### config.mk
export PLATFORM = sky130hd
export DESIGN_NAME = color_centroid
export DESIGN_NICKNAME = d
export VERILOG_FILES = /design/src/rtl/centroid_pkg.sv /design/src/rtl/color_centroid_iter_divider.sv /design/src/rtl/color_centroid.sv
export SDC_FILE = /design/constraint.sdc
export NUM_CORES = 1
export LEC_CHECK = 0
export ABC_AREA = 1
export ABC_CLOCK_PERIOD_IN_PS = 9700
export CORE_UTILIZATION = 55
export CTS_CLUSTER_DIAMETER = 100
export DETAILED_ROUTE_END_ITERATION = 6
export PLACE_DENSITY = 0.75
export SYNTH_ARGS = -nofsm -noshare
export SYNTH_HDL_FRONTEND = slang
export SYNTH_SLANG_ARGS = --single-unit
export TNS_END_PERCENT = 20
### constraint.sdc
create_clock -name clk_in -period 9.7 [get_ports clk_in]
set_clock_uncertainty 0.1 [all_clocks]
set_input_delay 1.455 -clock clk_in [delete_from_list [all_inputs] [get_ports clk_in]]
set_output_delay 1.455 -clock clk_in [all_outputs]
set_load 0.005 [all_outputs]
### src/rtl/centroid_pkg.sv
// Shared widths, FSM state and coordinate types for the colour-tracking pipeline.
package centroid_pkg;

    localparam int unsigned X_W   = 11;
    localparam int unsigned Y_W   = 10;
    localparam int unsigned SUM_W = 32;
    localparam int unsigned CNT_W = 20;

    typedef enum logic [1:0] {
        IDLE    = 2'd0,
        DIVIDE  = 2'd1,
        PUBLISH = 2'd2
    } state_t;

    typedef logic [X_W-1:0] x_coord_t;
    typedef logic [Y_W-1:0] y_coord_t;

endpackage

### src/rtl/color_centroid_iter_divider.sv
// Restoring divider, one quotient bit per cycle; the first bit is resolved on the start edge.
module iter_divider #(
    parameter int unsigned WIDTH = 32
) (
    input  logic             clk,
    input  logic             rst,
    input  logic             start,
    input  logic [WIDTH-1:0] dividend,
    input  logic [WIDTH-1:0] divisor,
    output logic [WIDTH-1:0] quotient,
    output logic [WIDTH-1:0] remainder,
    output logic             done,
    output logic             busy
);

    localparam int unsigned CW = $clog2(WIDTH + 1);

    logic [WIDTH-1:0] div_q;
    logic [CW-1:0]    cnt_q;
    logic [WIDTH-1:0] rem_src, quo_src, div_src;
    logic [WIDTH-1:0] rem_n, quo_n;
    logic [WIDTH:0]   shifted;
    logic             fits;

    // One restoring step, sourced from the fresh operands on start or the running state otherwise.
    always_comb begin
        rem_src = start ? '0 : remainder;
        quo_src = start ? dividend : quotient;
        div_src = start ? divisor : div_q;
        shifted = {rem_src, quo_src[WIDTH-1]};
        fits    = (shifted >= {1'b0, div_src});
        rem_n   = fits ? WIDTH'(shifted - {1'b0, div_src}) : shifted[WIDTH-1:0];
        quo_n   = {quo_src[WIDTH-2:0], fits};
    end

    // Iteration registers: start performs step 1, the remaining WIDTH-1 steps follow.
    always_ff @(posedge clk or posedge rst) begin
        if (rst) begin
            remainder <= '0;
            quotient  <= '0;
            div_q     <= '0;
            cnt_q     <= '0;
            busy      <= 1'b0;
            done      <= 1'b0;
        end else if (start) begin
            remainder <= rem_n;
            quotient  <= quo_n;
            div_q     <= divisor;
            cnt_q     <= CW'(WIDTH - 1);
            busy      <= 1'b1;
            done      <= 1'b0;
        end else if (busy) begin
            remainder <= rem_n;
            quotient  <= quo_n;
            cnt_q     <= cnt_q - CW'(1);
            if (cnt_q == CW'(1)) begin
                busy <= 1'b0;
                done <= 1'b1;
            end
        end else begin
            done <= 1'b0;
        end
    end

endmodule

### src/rtl/color_centroid.sv
// Per-colour centre of mass: accumulate masked pixel coordinates, divide at frame end, publish.
module color_centroid
    import centroid_pkg::*;
#(
    parameter int unsigned H_ACTIVE   = 1280,
    parameter int unsigned V_ACTIVE   = 720,
    parameter int unsigned MIN_PIXELS = 16
) (
    input  logic           clk_in,
    input  logic           rst_in,
    input  logic [X_W-1:0] x_in,
    input  logic [Y_W-1:0] y_in,
    input  logic           valid_in,
    input  logic           tabulate_in,
    output logic [X_W-1:0] x_out,
    output logic [Y_W-1:0] y_out,
    output logic           valid_out,
    output logic           busy_out
);

    state_t             state_q, state_d;
    logic [SUM_W-1:0]   sum_x, sum_y;
    logic [CNT_W-1:0]   cnt;
    logic               tab_take, start, publish;
    logic [SUM_W-1:0]   quo_x, quo_y, rem_x, rem_y;
    logic               done_x, done_y, busy_x, busy_y;
    x_coord_t           x_res;
    y_coord_t           y_res;
    logic               unused_div;

    assign unused_div = ^{rem_x, rem_y, done_y, busy_x, busy_y};

    // FSM state register.
    always_ff @(posedge clk_in or posedge rst_in) begin
        if (rst_in) state_q <= IDLE;
        else        state_q <= state_d;
    end

    // Next state and per-cycle strobes.
    always_comb begin
        state_d  = state_q;
        tab_take = 1'b0;
        start    = 1'b0;
        publish  = 1'b0;
        case (state_q)
            IDLE: begin
                if (tabulate_in) begin
                    tab_take = 1'b1;
                    if (cnt >= CNT_W'(MIN_PIXELS)) begin
                        start   = 1'b1;
                        state_d = DIVIDE;
                    end
                end
            end
            DIVIDE:  if (done_x) state_d = PUBLISH;
            PUBLISH: begin
                publish = 1'b1;
                state_d = IDLE;
            end
            default: state_d = IDLE;
        endcase
    end

    // Frame accumulators; an honoured tabulate restarts them, keeping a coincident pixel.
    always_ff @(posedge clk_in or posedge rst_in) begin
        if (rst_in) begin
            sum_x <= '0;
            sum_y <= '0;
            cnt   <= '0;
        end else if (tab_take) begin
            sum_x <= valid_in ? SUM_W'(x_in) : '0;
            sum_y <= valid_in ? SUM_W'(y_in) : '0;
            cnt   <= valid_in ? CNT_W'(1) : '0;
        end else if (valid_in) begin
            sum_x <= sum_x + SUM_W'(x_in);
            sum_y <= sum_y + SUM_W'(y_in);
            cnt   <= cnt + CNT_W'(1);
        end
    end

    iter_divider #(.WIDTH(SUM_W)) u_div_x (
        .clk       (clk_in),
        .rst       (rst_in),
        .start     (start),
        .dividend  (sum_x),
        .divisor   (SUM_W'(cnt)),
        .quotient  (quo_x),
        .remainder (rem_x),
        .done      (done_x),
        .busy      (busy_x)
    );

    iter_divider #(.WIDTH(SUM_W)) u_div_y (
        .clk       (clk_in),
        .rst       (rst_in),
        .start     (start),
        .dividend  (sum_y),
        .divisor   (SUM_W'(cnt)),
        .quotient  (quo_y),
        .remainder (rem_y),
        .done      (done_y),
        .busy      (busy_y)
    );

    // Quotient to coordinate; the clamp only guards against out-of-range pixel input.
    always_comb begin
        x_res = (quo_x >= SUM_W'(H_ACTIVE)) ? X_W'(H_ACTIVE - 1) : X_W'(quo_x);
        y_res = (quo_y >= SUM_W'(V_ACTIVE)) ? Y_W'(V_ACTIVE - 1) : Y_W'(quo_y);
    end

    // Registered outputs: busy spans the division, results and valid land in PUBLISH.
    always_ff @(posedge clk_in or posedge rst_in) begin
        if (rst_in) begin
            x_out     <= '0;
            y_out     <= '0;
            valid_out <= 1'b0;
            busy_out  <= 1'b0;
        end else begin
            valid_out <= publish;
            if (start)        busy_out <= 1'b1;
            else if (publish) busy_out <= 1'b0;
            if (publish) begin
                x_out <= x_res;
                y_out <= y_res;
            end
        end
    end

endmodule

-- Yosys cells after proc, flatten, opt, wreduce, memory -nomap -nowiden
Cells that the tools add are included.
- output and inout bits: 23
- word-level logic and storage cells: 97
- register bits after elaboration: 316
- input bits: 25
- $add $sub $neg: 7
- multiplexer cells: 52
- eq/ne operators: 8
- reduce and logical (&&, ||, !) cells: 6
- $lt $le $gt $ge: 5
- operator list (cell ; count):
    2-to-1 mux 32 bit ; 20
    greater-or-equal comparator 33 x 32 -> 1 bit ; 2
    subtractor 32 bit ; 2
    2-to-1 mux 20 bit ; 2
    adder 32 x 10 -> 32 bit ; 1
    adder 32 x 11 -> 32 bit ; 1
    greater-or-equal comparator 32 x 10 -> 1 bit (second input constant) ; 1
    greater-or-equal comparator 32 x 11 -> 1 bit (second input constant) ; 1
    2-to-1 mux 6 bit ; 4
    2-to-1 mux 11 bit ; 2
    adder 20 x 1 -> 20 bit (second input constant) ; 1
    greater-or-equal comparator 20 x 5 -> 1 bit (second input constant) ; 1
    2-to-1 mux 10 bit ; 2
    2-to-1 mux 1 bit ; 18
    equality test 6 x 1 -> 1 bit (second input constant) ; 2
    subtractor 6 x 1 -> 6 bit (second input constant) ; 2
    nonzero test 2 bit ; 4
    2-to-1 mux 2 bit ; 3
    != test 2 bit (second input constant) ; 2
    case mux 2 bit (2 select lines) ; 1
    != test 3 x 2 -> 1 bit (second input constant) ; 1
    AND reduction 3 bit ; 1
    equality test 2 x 1 -> 1 bit (second input constant) ; 1
    equality test 2 bit (second input constant) ; 1
    other kinds (2) ; 2

-- Logic depth before layout (Yosys ltp)
- depth after elaboration: 9
- gate-level depth with buffers: 30
- gate-level depth less buffers: 25

-- Modules after synthesis
A second synthesis with hierarchy kept.
- cell total of the unflattened synthesis: 3396
- area total of the unflattened synthesis: 22230.1 um^2
- by module, submodules not included (module ; area each (um^2) ; cells an instance ; times used ; seq. area each (um^2)):
    iter_divider ; 7492.2 ; 1159 ; 2 ; 2602.5
    color_centroid ; 7245.7 ; 1078 ; 1 ; 2727.6

-- Worst setup path after synthesis
No wires, ideal clock.
- path kind: input -> register
- start point: in tabulate_in
- end point: reg u_div_x.remainder[30]
- setup slack: 5.513 ns
- arrival time: 3.969 ns
- buffers on the path: 4
- stages on the path: 25
- data required time: 9.482 ns
- library setup time: 0.118 ns
- path through: nand2_1 > inv_2 > nand2_1 > buf_6 > inv_2 > buf_6 > buf_2 > buf_2 > nand2_1 > nand2_1 > ha_1 > inv_1 > fa_1 > nand3_1 > nand3_1 > nand2_1 > nand2_1 > nand2_1 > nand2_1 > nand2_1 > nand3b_1 > nand2_1 > nand2_1 > nand3_1 > nand2_1
- word-level cells in the longest chain between the ends: 7
- elaborated cells between the ends (all ways): 11
- classes of those cells: add/sub: 1; order compare: 1; mux: 8; reduce/logical: 1
- ends and longest elaborated chain (item ; line ; RTL):
    from (decl) ; color_centroid.sv:14 ; input logic tabulate_in,
    2-to-1 mux 1 bit * ; color_centroid.sv:47 ; if (tabulate_in) begin
    2-to-1 mux 1 bit * ; color_centroid.sv:45 ; case (state_q)
    2-to-1 mux 32 bit * ; - ;
    net u_div_x.div_src[0] ; color_centroid_iter_divider.sv:20 ; logic [WIDTH-1:0] rem_src, quo_src, div_src;
    subtractor 32 bit / greater-or-equal comparator 33 x 32 -> 1 bit (equally long branches) ; color_centroid_iter_divider.sv:32, color_centroid_iter_divider.sv:31 ;
    2-to-1 mux 32 bit * ; color_centroid_iter_divider.sv:32 ; rem_n = fits ? WIDTH'(shifted - {1'b0, div_src}) : shifted[WIDTH-1:0];
    2-to-1 mux 32 bit ; color_centroid_iter_divider.sv:52 ; end else if (busy) begin
    2-to-1 mux 32 bit * ; color_centroid_iter_divider.sv:45 ; end else if (start) begin
    to (signal assigned) ; color_centroid_iter_divider.sv:46 ; remainder <= rem_n;
    to (signal assigned) ; color_centroid_iter_divider.sv:53 ; remainder <= rem_n;
    to (decl) ; color_centroid_iter_divider.sv:11 ; output logic [WIDTH-1:0] remainder,
The timed path passes the listed nets; every way through them passes the cells marked *. The select of a mux whose other input is x is not followed.
A chain may end at the register's enable or synchronous reset.

-- Worst setup path after layout
- start point: in tabulate_in
- end point: reg u_div_y.remainder[23]
- word-level cells in the longest chain between the ends: 7
- elaborated cells between the ends (all ways): 11
- classes of those cells: add/sub: 1; order compare: 1; mux: 8; reduce/logical: 1
- ends and longest elaborated chain (item ; line ; RTL):
    2-to-1 mux 1 bit * ; color_centroid.sv:47 ;
    2-to-1 mux 1 bit * ; color_centroid.sv:45 ;
    2-to-1 mux 32 bit * ; color_centroid_iter_divider.sv:29 ; div_src = start ? divisor : div_q;
    net u_div_y.div_src[3] ; color_centroid_iter_divider.sv:20 ;
    subtractor 32 bit / greater-or-equal comparator 33 x 32 -> 1 bit (equally long branches) ; color_centroid_iter_divider.sv:32, color_centroid_iter_divider.sv:31 ;
    2-to-1 mux 32 bit * ; color_centroid_iter_divider.sv:32 ;
    2-to-1 mux 32 bit ; color_centroid_iter_divider.sv:52 ;
    2-to-1 mux 32 bit * ; color_centroid_iter_divider.sv:45 ;
    to (signal assigned) ; color_centroid_iter_divider.sv:46 ;
    to (signal assigned) ; color_centroid_iter_divider.sv:53 ;
    to (decl) ; color_centroid_iter_divider.sv:11 ;
Marks and branches as above.

==> results_dict.tcl <==
set metrics [dict create \
    status "completed" \
    grt_pass1_wl_um 93810 \
    period_minus_slack_ps 6690 \
    cp.arrival_ps 7040 \
    r2r_slack_ps 3750 \
    yosys-top-cells-area "dfrtp_1 (37%), nand2_1 (20%), inv_1 (10%)" \
    hold_buffers 0 \
    boundaryPins 48 \
    initial_core_util_pct 55.85 \
    path_cells "clkdlybuf4s50_1, nand2_2, inv_2, nand2_4, inv_4, nand2_1, o21ai_0, inv_1, ha_1, nand2_1, inv_1, nand2_1, nand3_2, nand2_1, nand2_2, nand2_1, nand2_1, nand2_2, nand2_4, nand2_1, nand2_1, nand2_1, nand2_1" \
    grt_pass1_vias 19110 \
    path_delay_family "simple AND/OR/NAND/NOR gates" \
    synthCells 3263 \
    synth_edf_count 0 \
    synth_nets 3383 \
    startpoint_type "input port" \
    yosys.area.top_type "dfrtp_1" \
    vias 19930 \
    critPathLaunch "tabulate_in" \
    cts_buffers 39 \
    r2r_cells 23 \
    cts-root-buf "clkbuf_16" \
    wl_per_cell_um 14.56 \
    diodes 0 \
    tightest_slew_ps 915.3 \
    drive_gt1_share_pct 4.398 \
    routed-wl-met3_um 2774 \
    hold_slack_ps 361.7 \
    ir_worst_vdd_uv 197.3 \
    crit_slowest_cell "inv_4" \
    critical-path-max-stage-delay_ps 800 \
    critical_path_required_ps 10050 \
    rows 72 \
    globalRouteOverflowTotal 0 \
    setup_viol_count_final 0 \
    postSynth.asyncResetShare_pct 100.0 \
    nNetsFinal 3388 \
    final_cell_mix "nand2_1 (1147), inv_1 (601), dfrtp_1 (316), nor2_1 (214), nand3_1 (198)" \
    detailed_place.area_um2 22340 \
    grt_usage_pct 28.97 \
    hold_class "reg -> reg" \
    yosysSeqAreaShare_pct 36.64 \
    slew-limit-headroom_pct 38.98 \
    die_h_um 200.1 \
    final_cell_area_um2 23660 \
    layout_commonest_cell "nand2_1" \
    synth_warnings 0 \
    htree_levels 2 \
    fmax_mhz 149.5 \
    postRouteAntennaNets 0 \
    leakagePower_nw 12.96 \
    cpMostUsedCell "nand2_1" \
    drv_slew 0 \
    port_buffers 47 \
    drtIter0Drc 1351 \
    cellPowerDensity_nw_per_um2 342.7 \
    synth.avg_cell_area_um2 6.615 \
    path_max_fanout 83 \
    cp-endpoint "u_div_y.remainder[23]$_DFFE_PP0P_" \
    postCtsSetupBuffers 0 \
    yosys_most_used_dff "dfrtp_1" \
    critPathKind "in -> reg" \
    maxCapViolCount 0 \
    synth_area_um2 21580 \
    crit_buf_inv 5 \
    drt-pass1-iter-count 5 \
    wl_um 55540 \
    period_share_pct 68.97 \
    wl_met1_um 25610 \
    cts_resized 0 \
    synth_cell_type_count 48 \
    cts_num_sinks 316 \
    cp_num_cells 23 \
    clock_latency_ps 570 \
    r2r_end "u_div_y.remainder[23]$_DFFE_PP0P_" \
    grt_max_degree 162 \
    viasPerCell 5.224 \
    rsz0062_at_grt "no" \
    cts_max_path_buffers 3 \
    met2_wirelength_um 25860 \
    end_kind "flip-flop" \
    antenna_found_initial 0 \
    place_congestion 0.9441 \
    dieArea_um2 40040 \
    rr_startpoint "state_q[0]$_DFFE_PP0P_" \
    top_layer_used "met4" \
    cts_tree "done" \
    syn_to_final_growth_pct 9.617 \
    fin_tns_setup_ps 0 \
    clkSlewWorstSetupHoldPaths_ps 60 \
    dp_hpwl_um 40060 \
    ys_ff_latch 316 \
    core_area_um2 38650 \
    die_w_um 200.1 \
    hold_viol 0 \
    synth.top_cell.area_share_pct 36.64 \
    drc_errors 0 \
]
[area by class of cell]
type                       count  area (µm²)
fill                        3646       14990
sequential                   316        7908
tap                          518       648.1
multi-input combinational   2241       10900
timing repair buffer          62       595.6
clock buffer                  55        1117
clock inverter                15       206.4
inverter                     608        2288
[where the power goes]
part | internal, mW | switching, mW | total (mW)
clock | 0.914 | 0.592 | 1.51
combinational | 1.58 | 3.09 | 4.67
sequential | 1.71 | 0.217 | 1.93
total | 4.21 | 3.90 | 8.11
[synth_stat cells, drive strengths merged, types with 5 or more instances]
master	count
nand2	1155
inv	607
dfrtp	316
nor2	261
nand3	199
o21ai	170
a21oi	114
ha	91
buf	64
nand4	40
xor2	37
clkbuf	34
nor3	34
o211ai	27
o221ai	23
a31oi	14
nor4	12
nand3b	11
o21bai	9
o21a	7
xnor2	7
and2	5
[worst min path at each step]
stage | from | end | slack, ps | cells past startpoint
2_1_floorplan | u_div_x.done$_DFFE_PP0P_ | state_q[0]$_DFFE_PP0P_ | 340 | 1
3_3_place_gp | u_div_x.done$_DFFE_PP0P_ | state_q[0]$_DFFE_PP0P_ | 340 | 1
3_5_place_dp | u_div_y.div_q[26]$_DFF_PP0_ | u_div_y.div_q[26]$_DFF_PP0_ | 360 | 2
4_1_cts | u_div_x.done$_DFFE_PP0P_ | state_q[0]$_DFFE_PP0P_ | 370 | 1
5_1_grt | u_div_x.done$_DFFE_PP0P_ | state_q[0]$_DFFE_PP0P_ | 380 | 1
6_report | u_div_x.done$_DFFE_PP0P_ | state_q[0]$_DFFE_PP0P_ | 360 | 1
[state kept, by name, indices dropped and copies added (netlist names)]
name,cells
y_out,10
u_div_x.div_q,32
busy_out,1
u_div_x.done,1
u_div_x.quotient,32
u_div_y.busy,1
valid_out,1
u_div_y.div_q,32
u_div_x.cnt_q,6
u_div_x.busy,1
cnt,20
u_div_y.cnt_q,6
state_q,2
sum_x,32
u_div_x.remainder,32
u_div_y.remainder,32
sum_y,32
u_div_y.quotient,32
x_out,11
[through the flow]
stage                     instances  setup WS (ps)  total power [mW]  util, %
after floorplan                3263           3934             5.546        -
after global placement         3745           2544             6.489    57.79
after detailed placement       3745           2445             6.568    57.79
after CTS                      3815           3017             8.118    61.22
after global routing           3815           2475             8.943    61.22
final                          3815           3010             8.109    61.22
[cells by family after synthesis]
group,after synthesis,share of synthesized area (%)
xor gates and xnor gates,44,1.786
buffers and inverters,706,12.96
adders and majority gates,95,5.646
and+or+nand+nor,1725,33.00
AOI/OAI and AO/OA,377,9.971
DFF,316,36.64
[metal layers]
metal / GRT usage, % / up-vias
met5: 0 / -
met4: 8.256 / 0
met3: 4.116 / 86
met2: 48.60 / 459
met1: 38.96 / 9251
li1: - / 10130
No activity file was read; power rests on OpenSTA's default activity.
